## src/rtl/micro_sequencer.sv

```systemverilog
`default_nettype none
// ============================================================================
//  Module   : micro_sequencer
//  Purpose  : Generates the 8-bit microaddress for a combinational control
//             store. Each cycle it takes the current microword's sequencing
//             fields (micro_ad, count, bop), the instruction opcode, go_bar
//             and the ALU flags, and registers the next microaddress. A small
//             return-address stack lets opcodes share microcode subroutines.
//
//  Ports    : clk          - system clock, rising-edge active
//             rst          - synchronous active-high reset
//             micro_ad     - branch target {MICRO_AD_HIGH, MICRO_AD_LOW}
//             count        - increment microaddress when no branch is taken
//             bop          - branch operation code
//             opcode       - instruction opcode (used by bop 1111)
//             go_bar       - active-low GO, already synchronised
//             zero/carry/sign - ALU status flags, sampled at the edge
//             microaddress - registered address to the control store
//             op_fetch     - combinational, high when bop == 1111
//             stack_empty  - registered, stack pointer is zero
//             stack_full   - registered, stack pointer equals STACK_DEPTH
//             stack_err    - registered sticky overflow/underflow flag
//
//  Revision : 1.0  initial release
// ============================================================================
module micro_sequencer #(
    parameter int STACK_DEPTH = 4,
    parameter int SP_W        = 2
) (
    input  logic       clk,
    input  logic       rst,
    input  logic [7:0] micro_ad,
    input  logic       count,
    input  logic [3:0] bop,
    input  logic [3:0] opcode,
    input  logic       go_bar,
    input  logic       zero,
    input  logic       carry,
    input  logic       sign,
    output logic [7:0] microaddress,
    output logic       op_fetch,
    output logic       stack_empty,
    output logic       stack_full,
    output logic       stack_err
);

    // ------------------------------------------------------------------
    // Branch operation encodings
    // ------------------------------------------------------------------
    localparam logic [3:0] c_BOP_NEVER   = 4'b0000;
    localparam logic [3:0] c_BOP_ZERO    = 4'b0001;
    localparam logic [3:0] c_BOP_CARRY   = 4'b0010;
    localparam logic [3:0] c_BOP_SIGN    = 4'b0011;
    localparam logic [3:0] c_BOP_GO_HIGH = 4'b0100;
    localparam logic [3:0] c_BOP_NZERO   = 4'b0101;
    localparam logic [3:0] c_BOP_NEVER2  = 4'b0110;
    localparam logic [3:0] c_BOP_NCARRY  = 4'b0111;
    localparam logic [3:0] c_BOP_CALL    = 4'b1000;
    localparam logic [3:0] c_BOP_RETURN  = 4'b1001;
    localparam logic [3:0] c_BOP_ALWAYS  = 4'b1110;
    localparam logic [3:0] c_BOP_FETCH   = 4'b1111;

    // The pointer needs one extra bit so that "full" (sp == STACK_DEPTH)
    // is distinguishable from "empty" (sp == 0).
    localparam logic [SP_W:0]   c_SP_FULL  = (SP_W+1)'(STACK_DEPTH);
    localparam logic [SP_W:0]   c_SP_ONE   = (SP_W+1)'(1);
    localparam logic [SP_W-1:0] c_IDX_ONE  = SP_W'(1);

    // ------------------------------------------------------------------
    // State
    // ------------------------------------------------------------------
    logic [7:0]    r_ma;
    logic [SP_W:0] r_sp;
    logic          r_empty;
    logic          r_full;
    logic          r_err;
    logic [7:0]    r_stack [STACK_DEPTH];

    // ------------------------------------------------------------------
    // Combinational next-state
    // ------------------------------------------------------------------
    logic [7:0]      w_inc;
    logic            w_sp_is_full;
    logic            w_sp_is_empty;
    logic [SP_W-1:0] w_push_idx;
    logic [SP_W-1:0] w_pop_idx;
    logic            w_taken;
    logic [7:0]      w_target;
    logic            w_push;
    logic            w_pop;
    logic            w_err_set;
    logic [7:0]      w_next_ma;
    logic [SP_W:0]   w_next_sp;

    assign w_inc         = r_ma + 8'd1;
    assign w_sp_is_full  = (r_sp == c_SP_FULL);
    assign w_sp_is_empty = (r_sp == '0);

    // When not full the low bits of sp are the free slot. For a pop the
    // low bits minus one give the top entry; this also holds when sp is
    // exactly STACK_DEPTH because the low bits are then zero and wrap.
    assign w_push_idx = r_sp[SP_W-1:0];
    assign w_pop_idx  = r_sp[SP_W-1:0] - c_IDX_ONE;

    always_comb begin
        w_taken   = 1'b0;
        w_target  = micro_ad;
        w_push    = 1'b0;
        w_pop     = 1'b0;
        w_err_set = 1'b0;

        case (bop)
            c_BOP_NEVER,
            c_BOP_NEVER2:  w_taken = 1'b0;
            c_BOP_ZERO:    w_taken = zero;
            c_BOP_CARRY:   w_taken = carry;
            c_BOP_SIGN:    w_taken = sign;
            c_BOP_GO_HIGH: w_taken = go_bar;
            c_BOP_NZERO:   w_taken = ~zero;
            c_BOP_NCARRY:  w_taken = ~carry;
            c_BOP_CALL: begin
                // A call on a full stack degrades to count/hold.
                if (w_sp_is_full) begin
                    w_err_set = 1'b1;
                end else begin
                    w_push  = 1'b1;
                    w_taken = 1'b1;
                end
            end
            c_BOP_RETURN: begin
                // A return on an empty stack degrades to count/hold.
                if (w_sp_is_empty) begin
                    w_err_set = 1'b1;
                end else begin
                    w_pop    = 1'b1;
                    w_taken  = 1'b1;
                    w_target = r_stack[w_pop_idx];
                end
            end
            c_BOP_ALWAYS:  w_taken = 1'b1;
            c_BOP_FETCH: begin
                w_taken  = 1'b1;
                w_target = {opcode, micro_ad[3:0]};
            end
            default:       w_taken = 1'b0;   // reserved 1010..1101
        endcase

        if (w_taken) begin
            w_next_ma = w_target;
        end else if (count) begin
            w_next_ma = w_inc;
        end else begin
            w_next_ma = r_ma;
        end

        if (w_push) begin
            w_next_sp = r_sp + c_SP_ONE;
        end else if (w_pop) begin
            w_next_sp = r_sp - c_SP_ONE;
        end else begin
            w_next_sp = r_sp;
        end
    end

    // ------------------------------------------------------------------
    // Registers
    // ------------------------------------------------------------------
    always_ff @(posedge clk) begin
        if (rst) begin
            r_ma    <= 8'h00;
            r_sp    <= '0;
            r_empty <= 1'b1;
            r_full  <= 1'b0;
            r_err   <= 1'b0;
        end else begin
            r_ma    <= w_next_ma;
            r_sp    <= w_next_sp;
            r_empty <= (w_next_sp == '0);
            r_full  <= (w_next_sp == c_SP_FULL);
            if (w_err_set) begin
                r_err <= 1'b1;
            end
        end
    end

    // Stack storage carries no reset; entries above sp are never read.
    always_ff @(posedge clk) begin
        if (!rst && w_push) begin
            r_stack[w_push_idx] <= w_inc;
        end
    end

    // ------------------------------------------------------------------
    // Outputs
    // ------------------------------------------------------------------
    assign microaddress = r_ma;
    assign op_fetch     = (bop == c_BOP_FETCH);
    assign stack_empty  = r_empty;
    assign stack_full   = r_full;
    assign stack_err    = r_err;

endmodule
`default_nettype wire

```

## config.mk

```make
export PLATFORM = sky130hd
export DESIGN_NAME = micro_sequencer
export DESIGN_NICKNAME = d
export VERILOG_FILES = /design/src/rtl/micro_sequencer.sv
export SDC_FILE = /design/constraint.sdc
export NUM_CORES = 1
export LEC_CHECK = 0
export ABC_AREA = 1
export CORE_ASPECT_RATIO = 1.5
export CORE_MARGIN = 1.5
export CORE_UTILIZATION = 45
export CTS_CLUSTER_SIZE = 20
export DETAILED_ROUTE_END_ITERATION = 12
export GPL_TIMING_DRIVEN = 1
export PLACE_DENSITY = 0.66
export SLEW_MARGIN = 20
export SYNTH_ARGS = -nofsm -noshare
export SYNTH_HDL_FRONTEND = slang
export SYNTH_SLANG_ARGS = --single-unit
```

## constraint.sdc

```tcl
create_clock -name clk -period 2.55 [get_ports clk]
set_input_delay 0.6375 -clock clk [delete_from_list [all_inputs] [get_ports clk]]
set_output_delay 0.6375 -clock clk [all_outputs]
set_load 0.01 [all_outputs]
```

Yosys cells after proc, flatten, opt, wreduce, memory -nomap -nowiden
Memory sizes are Yosys's and may differ from the RTL's.
Cells that the tools add are included.

word-level totals
  RAM bits = 32
  register bits after elaboration = 14
  input port bits = 23
  output and inout bits = 12
  memories = 1

cells by class
  equality and inequality tests = 12
  multiplexer cells = 16
  reductions and logical operators = 6
  bitwise logic cells = 2
  add/subtract/negate cells = 4

memories
  name     words  width  rd ports  clocked after Yosys merged registers in  wr ports  line  text
  r_stack  4      8      1         0                                        1         77    logic [7:0] r_stack [STACK_DEPTH];

operator list
  operator               number
  $mux W8                3
  $eq A4 B4 Y1 const B   4
  $pmux W8 S2            1
  $eq A4 B3 Y1 const B   3
  $pmux W1 S9            1
  $add A8 B1 Y8 const B  1
  $eq A4 B2 Y1 const B   2
  $mux W1                8
  $eq A3 B3 Y1 const B   2
  $logic_not A3 Y1       2
  $mux W3                2
  $eq A4 B1 Y1 const B   1
  $add A3 B1 Y3 const B  1
  $sub A3 B1 Y3 const B  1
  $not A1 Y1             2
  $pmux W1 S2            1
  $reduce_bool A2 Y1     1
  $reduce_or A2 Y1       1
  $sub A2 B1 Y2 const B  1
  $logic_and A1 B1 Y1    1
  $logic_not A1 Y1       1

Depth between registers and ports, before layout
Gate-level depths: netlist of the first run.

  word-level depth = 6
  depth in mapped cells = 15
  depth with buffers taken out = 12

Least setup slack after synthesis of the first run
No wires, ideal clock.

  path kind = flip-flop to flip-flop
  start point = reg r_sp[0]
  end point = mem r_stack[1][0] (enable)
  path buffers = 1
  data arrival time = 1.658 ns
  cell stages (with the launch flop) = 9
  period minus slack after synthesis = 2.029 ns
  setup time = 0.371 ns
  path slack = 0.521 ns
  cells stage by stage = dfxtp_1 -> inv_1 -> clkbuf_1 -> ha_1 -> nand2_1 -> nand3_2 -> nor2_1 -> inv_1 -> nor2_1

between the ends
  word-level cells in the longest chain between the ends = 6

ends and longest elaborated chain
  element                        line  text
  start: declaration             73    logic [SP_W:0] r_sp;
  start signal: assignment       177   r_sp <= w_next_sp;
  $eq A3 B3 Y1                   96    assign w_sp_is_full = (r_sp == c_SP_FULL);
  $mux W1                        123   if (w_sp_is_full) begin
  $mux W1                        112   case (bop)
  $logic_and A1 B1 Y1            188   if (!rst && w_push) begin
  $mux W1                        188
  $mux W1 (implied by the code)  189   r_stack[w_push_idx] <= w_inc;
  end: declaration               77

Parallel ways exist; a longest one is shown, timed or not.

Final worst setup path of the first run
  start point = in bop[0]
  end point = out op_fetch

between the ends
  word-level cells in the longest chain between the ends = 1

ends and longest elaborated chain
  element             line  text
  start: declaration  34    input logic [3:0] bop,
  $eq A4 B4 Y1        197   assign op_fetch = (bop == c_BOP_FETCH);
  end: declaration    41    output logic op_fetch,

Every way passes these cells.

==> results of run 1 <==
-- power groups by stage --
stage          clock network [mW]  logic (mW)  registers [mW]
2_1_floorplan                   0       0.161           0.879
3_3_place_gp                    0       0.293           0.873
3_5_place_dp                    0       0.295           0.874
4_1_cts                     0.473       0.296           0.857
5_1_grt                     0.494       0.328           0.860
6_report                    0.467       0.295           0.857
-- area by class of cell --
| type | instances | area [um2] |
|---|---|---|
| Fill cell | 525 | 2360 |
| Sequential cell | 46 | 1240 |
| Timing Repair Buffer | 48 | 444 |
| Clock inverter | 3 | 25.0 |
| Clock buffer | 5 | 68.8 |
| Inverter | 47 | 178 |
| Tap cell | 70 | 87.6 |
| Multi-Input combinational cell | 215 | 1090 |
-- routing by layer --
layer / global-route usage [%] / vias to the layer above / wire (um)
met4: 9.93 / 0 / 183
met5: 0 / - / 0
met1: 22.6 / 963 / 2440
met3: 2.60 / 15 / 153
li1: - / 1115 / -
met2: 37.5 / 46 / 2990
-- repair_timing --
action                                  in CTS  in global routing
endpoints found under the hold margin        0                  0
endpoints found under the setup margin       1                  0
gates resized for setup                      1                  0
-- cells in the mapped netlist, drive strengths merged --
library cell | n | share of area [%]
a21oi | 13 | 3.1
and2 | 1 | 0.24
buf | 6 | 1.6
clkbuf | 4 | 0.63
clkinv | 1 | 0.20
dfxtp | 14 | 11
edfxtp | 32 | 37
ha | 6 | 2.9
inv | 46 | 6.7
nand2 | 89 | 13
nand3 | 36 | 8.4
nand3b | 1 | 0.29
nand4 | 9 | 2.2
nor2 | 35 | 5.8
nor3 | 2 | 0.39
o211ai | 3 | 0.88
o21ai | 10 | 2.0
o22ai | 2 | 0.49
or2 | 3 | 0.73
xnor2 | 2 | 0.68
xor2 | 3 | 1.0
-- worst paths after layout --
kind	from	end	slack [ns]	cells after the start
worst min register to register	stack_err$_SDFFE_PP0P_	stack_err$_SDFFE_PP0P_	0.52	2
worst min-delay path	stack_err$_SDFFE_PP0P_	stack_err$_SDFFE_PP0P_	0.52	2
worst max-delay path	bop[0]	op_fetch	0.23	6
worst max register to register	r_sp[1]$_SDFF_PP0_	microaddress[5]$_SDFFE_PP0P_	0.47	11
-- worst max-delay path: cells and delay by family --
kind | cells | cell delay (ns)
AND/OR/NAND/NOR | 2 | 0.14
buffers and inverters | 4 | 0.90
-- kinds of logic (layout without fill, tap and decap cells) --
family / Yosys count / in the layout
and+or+nand+nor: 176 / 176
buffers and inverters: 57 / 103
DFF: 46 / 46
AOI/OAI and AO/OA: 28 / 28
adders and majority gates: 6 / 6
xor gates and xnor gates: 5 / 5
-- cells in the final DEF, fill, tap and decap left out, types with 3 or more instances in the layout --
cell and n:
nand3_1 32, nand2_1 87, inv_1 44, xor2_1 3
clkdlybuf4s50_1 33, nor2_1 30, nand4_1 9, buf_4 14
o211ai_1 3, edfxtp_1 32, nor2_2 4, o21ai_0 10
a21oi_2 4, clkbuf_8 5, a21oi_1 9, ha_1 6
or2_2 3, dfxtp_1 14
-- state kept, by name (all words and copies together) (netlist names) --
signal,flops
microaddress,8
r_sp,3
r_stack,32
stack_empty,1
stack_err,1
stack_full,1
-- metrics by stage --
step	setup slack [ns]	power (mW)	std cells	setup TNS (ns)
after floorplan	0.521	1.04	318	0
after global placement	-0.0387	1.17	426	-0.0387
after detailed placement	-0.0513	1.17	426	-0.0513
after CTS	0.218	1.63	434	0
after global routing	0.131	1.68	434	0
final	0.232	1.62	434	0
==> impl_metrics.tcl, run 1 <==
set metrics [dict create \
    firstDrtPassIters 5 \
    grt_first_pass_wirelength_um 9260 \
    rsz0062_at_grt "false" \
    status "complete, no violations" \
    report.final.setup_viol 0 \
    swShare_pct 28.1 \
    path_class "in2out" \
    netlist_area_mm2 0.00256 \
    synthAdderAreaFrac_pct 2.93 \
    track_usage_pct 20.2 \
    crit_path_frequent_cell "inv_1" \
    synth_compound_area_share_pct 6.45 \
    netlist_instances 318 \
    cap_violations 0 \
    hp-class "reg2reg" \
    place_congestion 0.880 \
    grt_pass1_vias 1978 \
    internal_power_mw 1.16 \
    p_leak_nw 1.40 \
    synth_top_family_by_area "simple AND/OR/NAND/NOR gates" \
    worst_pin_slew_ns 0.518 \
    pwr-share-clk_pct 28.8 \
    irDropWorstVdd_mv 0.426 \
    drtAntennaViolNets 0 \
    ys_warn_count 0 \
    ios 35 \
    die_h_um 95.4 \
    slowest_stage "clkdlybuf4s50_1" \
    whs_ns 0.515 \
    cp_max_fo 2 \
    yosysSeqAreaShare_pct 48.4 \
    drive_gt1_share_pct 11.8 \
    fmax_mhz 431 \
    clockBufferDepth 2 \
    grt_max_degree 26 \
    period_minus_slack_ns 2.32 \
    wl_um 5770 \
    diodes 0 \
    cts_hold_buf 0 \
    core_mm2 0.00549 \
    final_nets 392 \
    comb_power_share_pct 18.2 \
    start_kind "primary input" \
    clock-sinks 46 \
    path_cells "clkdlybuf4s50_1 -> nand2_1 -> inv_1 -> nand3_1 -> inv_1 -> dlygate4sd2_1" \
    start_util_pct 46.7 \
    dieArea_mm2 0.00617 \
    num_rows 33 \
    slew_headroom_pct 65.4 \
    numCtsBuffers 5 \
    hold_violations 0 \
    cp.arrival_ns 1.68 \
    power_density_mw_per_mm2 517 \
    post_cts_buffers 0 \
    clk-insertion-delay-late_ns 0.30 \
    cts_max_level 2 \
    cts-root-buf "clkbuf_8" \
    path_clk_slew_ns 0.09 \
    antenna_found_initial 0 \
    cp_slowest_stage_delay_ns 0.47 \
    ys_types 31 \
    detail_route.iter0.violations 77 \
    power_frac_seq_pct 52.9 \
    cp-end-kind "output pin" \
    wl_per_cell_um 13.3 \
    required_ns 1.91 \
    synthXorXnorAreaFrac_pct 1.71 \
    synthMuxAreaShare_pct 0 \
    final_util_pct 57.0 \
    yosys_register_bits 46 \
    place_hpwl_um 4300 \
    slew_viol_final 0 \
    overflow 0 \
    portBuffers 34 \
    syn_to_final_growth_pct 22.2 \
    synth-simple-area-share_pct 31.3 \
    via_per_inst 4.93 \
    synth_area_per_cell_um2 8.06 \
    tritoncts "yes" \
    vias 2139 \
    syn_nets 347 \
    design_area_mm2 0.00313 \
    skew_ns 0.00845 \
    die_w_um 64.6 \
    place_area_mm2 0.00304 \
    period_share_pct 90.9 \
    power_switching_mw 0.455 \
    drc 0 \
]
No activity file was read; power rests on OpenSTA's default activity.
==> run 2: changes to the inputs <==
Settings changed: CTS_BUF_LIST set to sky130_fd_sc_hd__clkbuf_4 sky130_fd_sc_hd__clkbuf_8 sky130_fd_sc_hd__clkbuf_16.
==> results of run 2 <==
No change in the layout: final DEF, timing and power equal those of run 1.
==> run 3: changes to the inputs <==
Settings changed: SETUP_SLACK_MARGIN set to 0.2.
==> impl_metrics.tcl, run 3 (synthesis gave the netlist of run 1 again) <==
set metrics [dict create \
    regMostFlops "r_stack" \
    drive_gt1_share_pct 12.1 \
    vias 2147 \
    whs_ns 0.513 \
    wl_per_cell_um 13.3 \
    power_mw 1.62 \
    hp-class "reg2reg" \
    final_common_cell "nand2_1" \
    grt_first_pass_wirelength_um 9260 \
    swShare_pct 28.1 \
    num_rows 33 \
    numCtsBuffers 5 \
    power_frac_seq_pct 53.0 \
    report.final.setup_viol 0 \
    register_area_mm2 0.00124 \
    clk-insertion-delay-late_ns 0.30 \
    clockBufferDepth 2 \
    detail_route.iter0.violations 73 \
    layout_common_cells "nand2_1 (87), inv_1 (44), clkdlybuf4s50_1 (33)" \
    grt_pass1_vias 1978 \
    portBuffers 34 \
    design_area_mm2 0.00313 \
    die_h_um 95.4 \
    via_per_inst 4.95 \
    grt_max_degree 26 \
    cts_max_level 2 \
    comb_power_share_pct 18.3 \
    n_fill_cell 525 \
    syn_to_final_growth_pct 22.2 \
    antenna_found_initial 0 \
    period_share_pct 85.4 \
    cp-end-kind "output pin" \
    path_class "in2out" \
    core_mm2 0.00549 \
    irDropWorstVdd_mv 0.425 \
    period_minus_slack_ns 2.18 \
    dp_worst_setup_slack_ns -0.0513 \
    fmax_mhz 459 \
    worst_pin_slew_ns 0.491 \
    drc 0 \
    overflow 0 \
    post_cts_buffers 0 \
    start_util_pct 46.7 \
    internal_power_mw 1.16 \
    skew_ns 0.00847 \
    slowest_stage "clkdlybuf4s50_1" \
    pwr-share-clk_pct 28.8 \
    final_nets 392 \
    power_switching_mw 0.455 \
    slew_viol_final 0 \
    crit_path_frequent_cell "inv_1" \
    status "complete, no violations" \
    cp_max_fo 2 \
    hold_violations 0 \
    cp.arrival_ns 1.54 \
    ios 35 \
    slew_headroom_pct 67.0 \
    cp_slowest_stage_delay_ns 0.47 \
    place_hpwl_um 4300 \
    track_usage_pct 20.2 \
    clock-sinks 46 \
    rsz0062_at_grt "false" \
    place_area_mm2 0.00304 \
    power_density_mw_per_mm2 517 \
    path_clk_slew_ns 0.09 \
    drtAntennaViolNets 0 \
    multiInputGateArea_mm2 0.00109 \
    required_ns 1.91 \
    firstDrtPassIters 4 \
    largest_register_ffs 32 \
    cap_violations 0 \
    path_cells "clkdlybuf4s50_1 -> nand2_1 -> inv_1 -> nand3_1 -> inv_1 -> clkbuf_2" \
    place_congestion 0.880 \
    tritoncts "yes" \
    finalWorstSetupSlack_ns 0.373 \
    wl_um 5770 \
    start_kind "primary input" \
    dieArea_mm2 0.00617 \
    cts-root-buf "clkbuf_8" \
    p_leak_nw 1.40 \
    final_util_pct 57.0 \
    diodes 0 \
    die_w_um 64.6 \
]
==> run 3: layout make-up <==
class	instances	area share, %
Tap cell	70	2.80
Sequential cell	46	39.6
Multi-Input combinational cell	215	34.8
Clock buffer	5	2.20
Clock inverter	3	0.799
Timing Repair Buffer	48	14.1
Inverter	47	5.67
==> run 3: final timing paths <==
kind | from | slack [ns] | end | depth (start not counted)
worst max-delay path | bop[0] | 0.37 | op_fetch | 6
worst min-delay path | stack_err$_SDFFE_PP0P_ | 0.51 | stack_err$_SDFFE_PP0P_ | 2
worst max register to register | r_sp[1]$_SDFF_PP0_ | 0.46 | microaddress[5]$_SDFFE_PP0P_ | 11
worst min register to register | stack_err$_SDFFE_PP0P_ | 0.51 | stack_err$_SDFFE_PP0P_ | 2
==> run 3: power groups by stage <==
stage / clock, mW / sequential [mW] / combinational [mW]
final: 0.466 / 0.857 / 0.296
after global routing: 0.494 / 0.860 / 0.329
after CTS: 0.473 / 0.857 / 0.296
after detailed placement: 0 / 0.874 / 0.295
after global placement: 0 / 0.873 / 0.293
after floorplan: 0 / 0.879 / 0.161
==> run 3: repair_timing <==
item                                    in CTS  in global routing
hold buffers                                 0                  0
endpoints found under the setup margin       1                  3
gates resized for setup                      1                  3
==> run 3: worst max-delay path: cells and delay by family <==
family	cells	cell delay, ns
buffers and inverters	4	0.75
and+or+nand+nor	2	0.14
==> run 3: stage by stage <==
| step | cells | TNS [ns] |
|---|---|---|
| 2_1_floorplan | 318 | 0 |
| 3_3_place_gp | 426 | -0.0387 |
| 3_5_place_dp | 426 | -0.0513 |
| 4_1_cts | 434 | 0 |
| 5_1_grt | 434 | 0 |
| 6_report | 434 | 0 |
==> run 3: routing by layer <==
layer | GRT usage (%) | vias up | wire length [um]
met4 | 9.93 | 0 | 176
met2 | 37.5 | 58 | 3010
met5 | 0 | - | 0
met3 | 2.60 | 16 | 198
li1 | - | 1116 | -
met1 | 22.6 | 957 | 2380
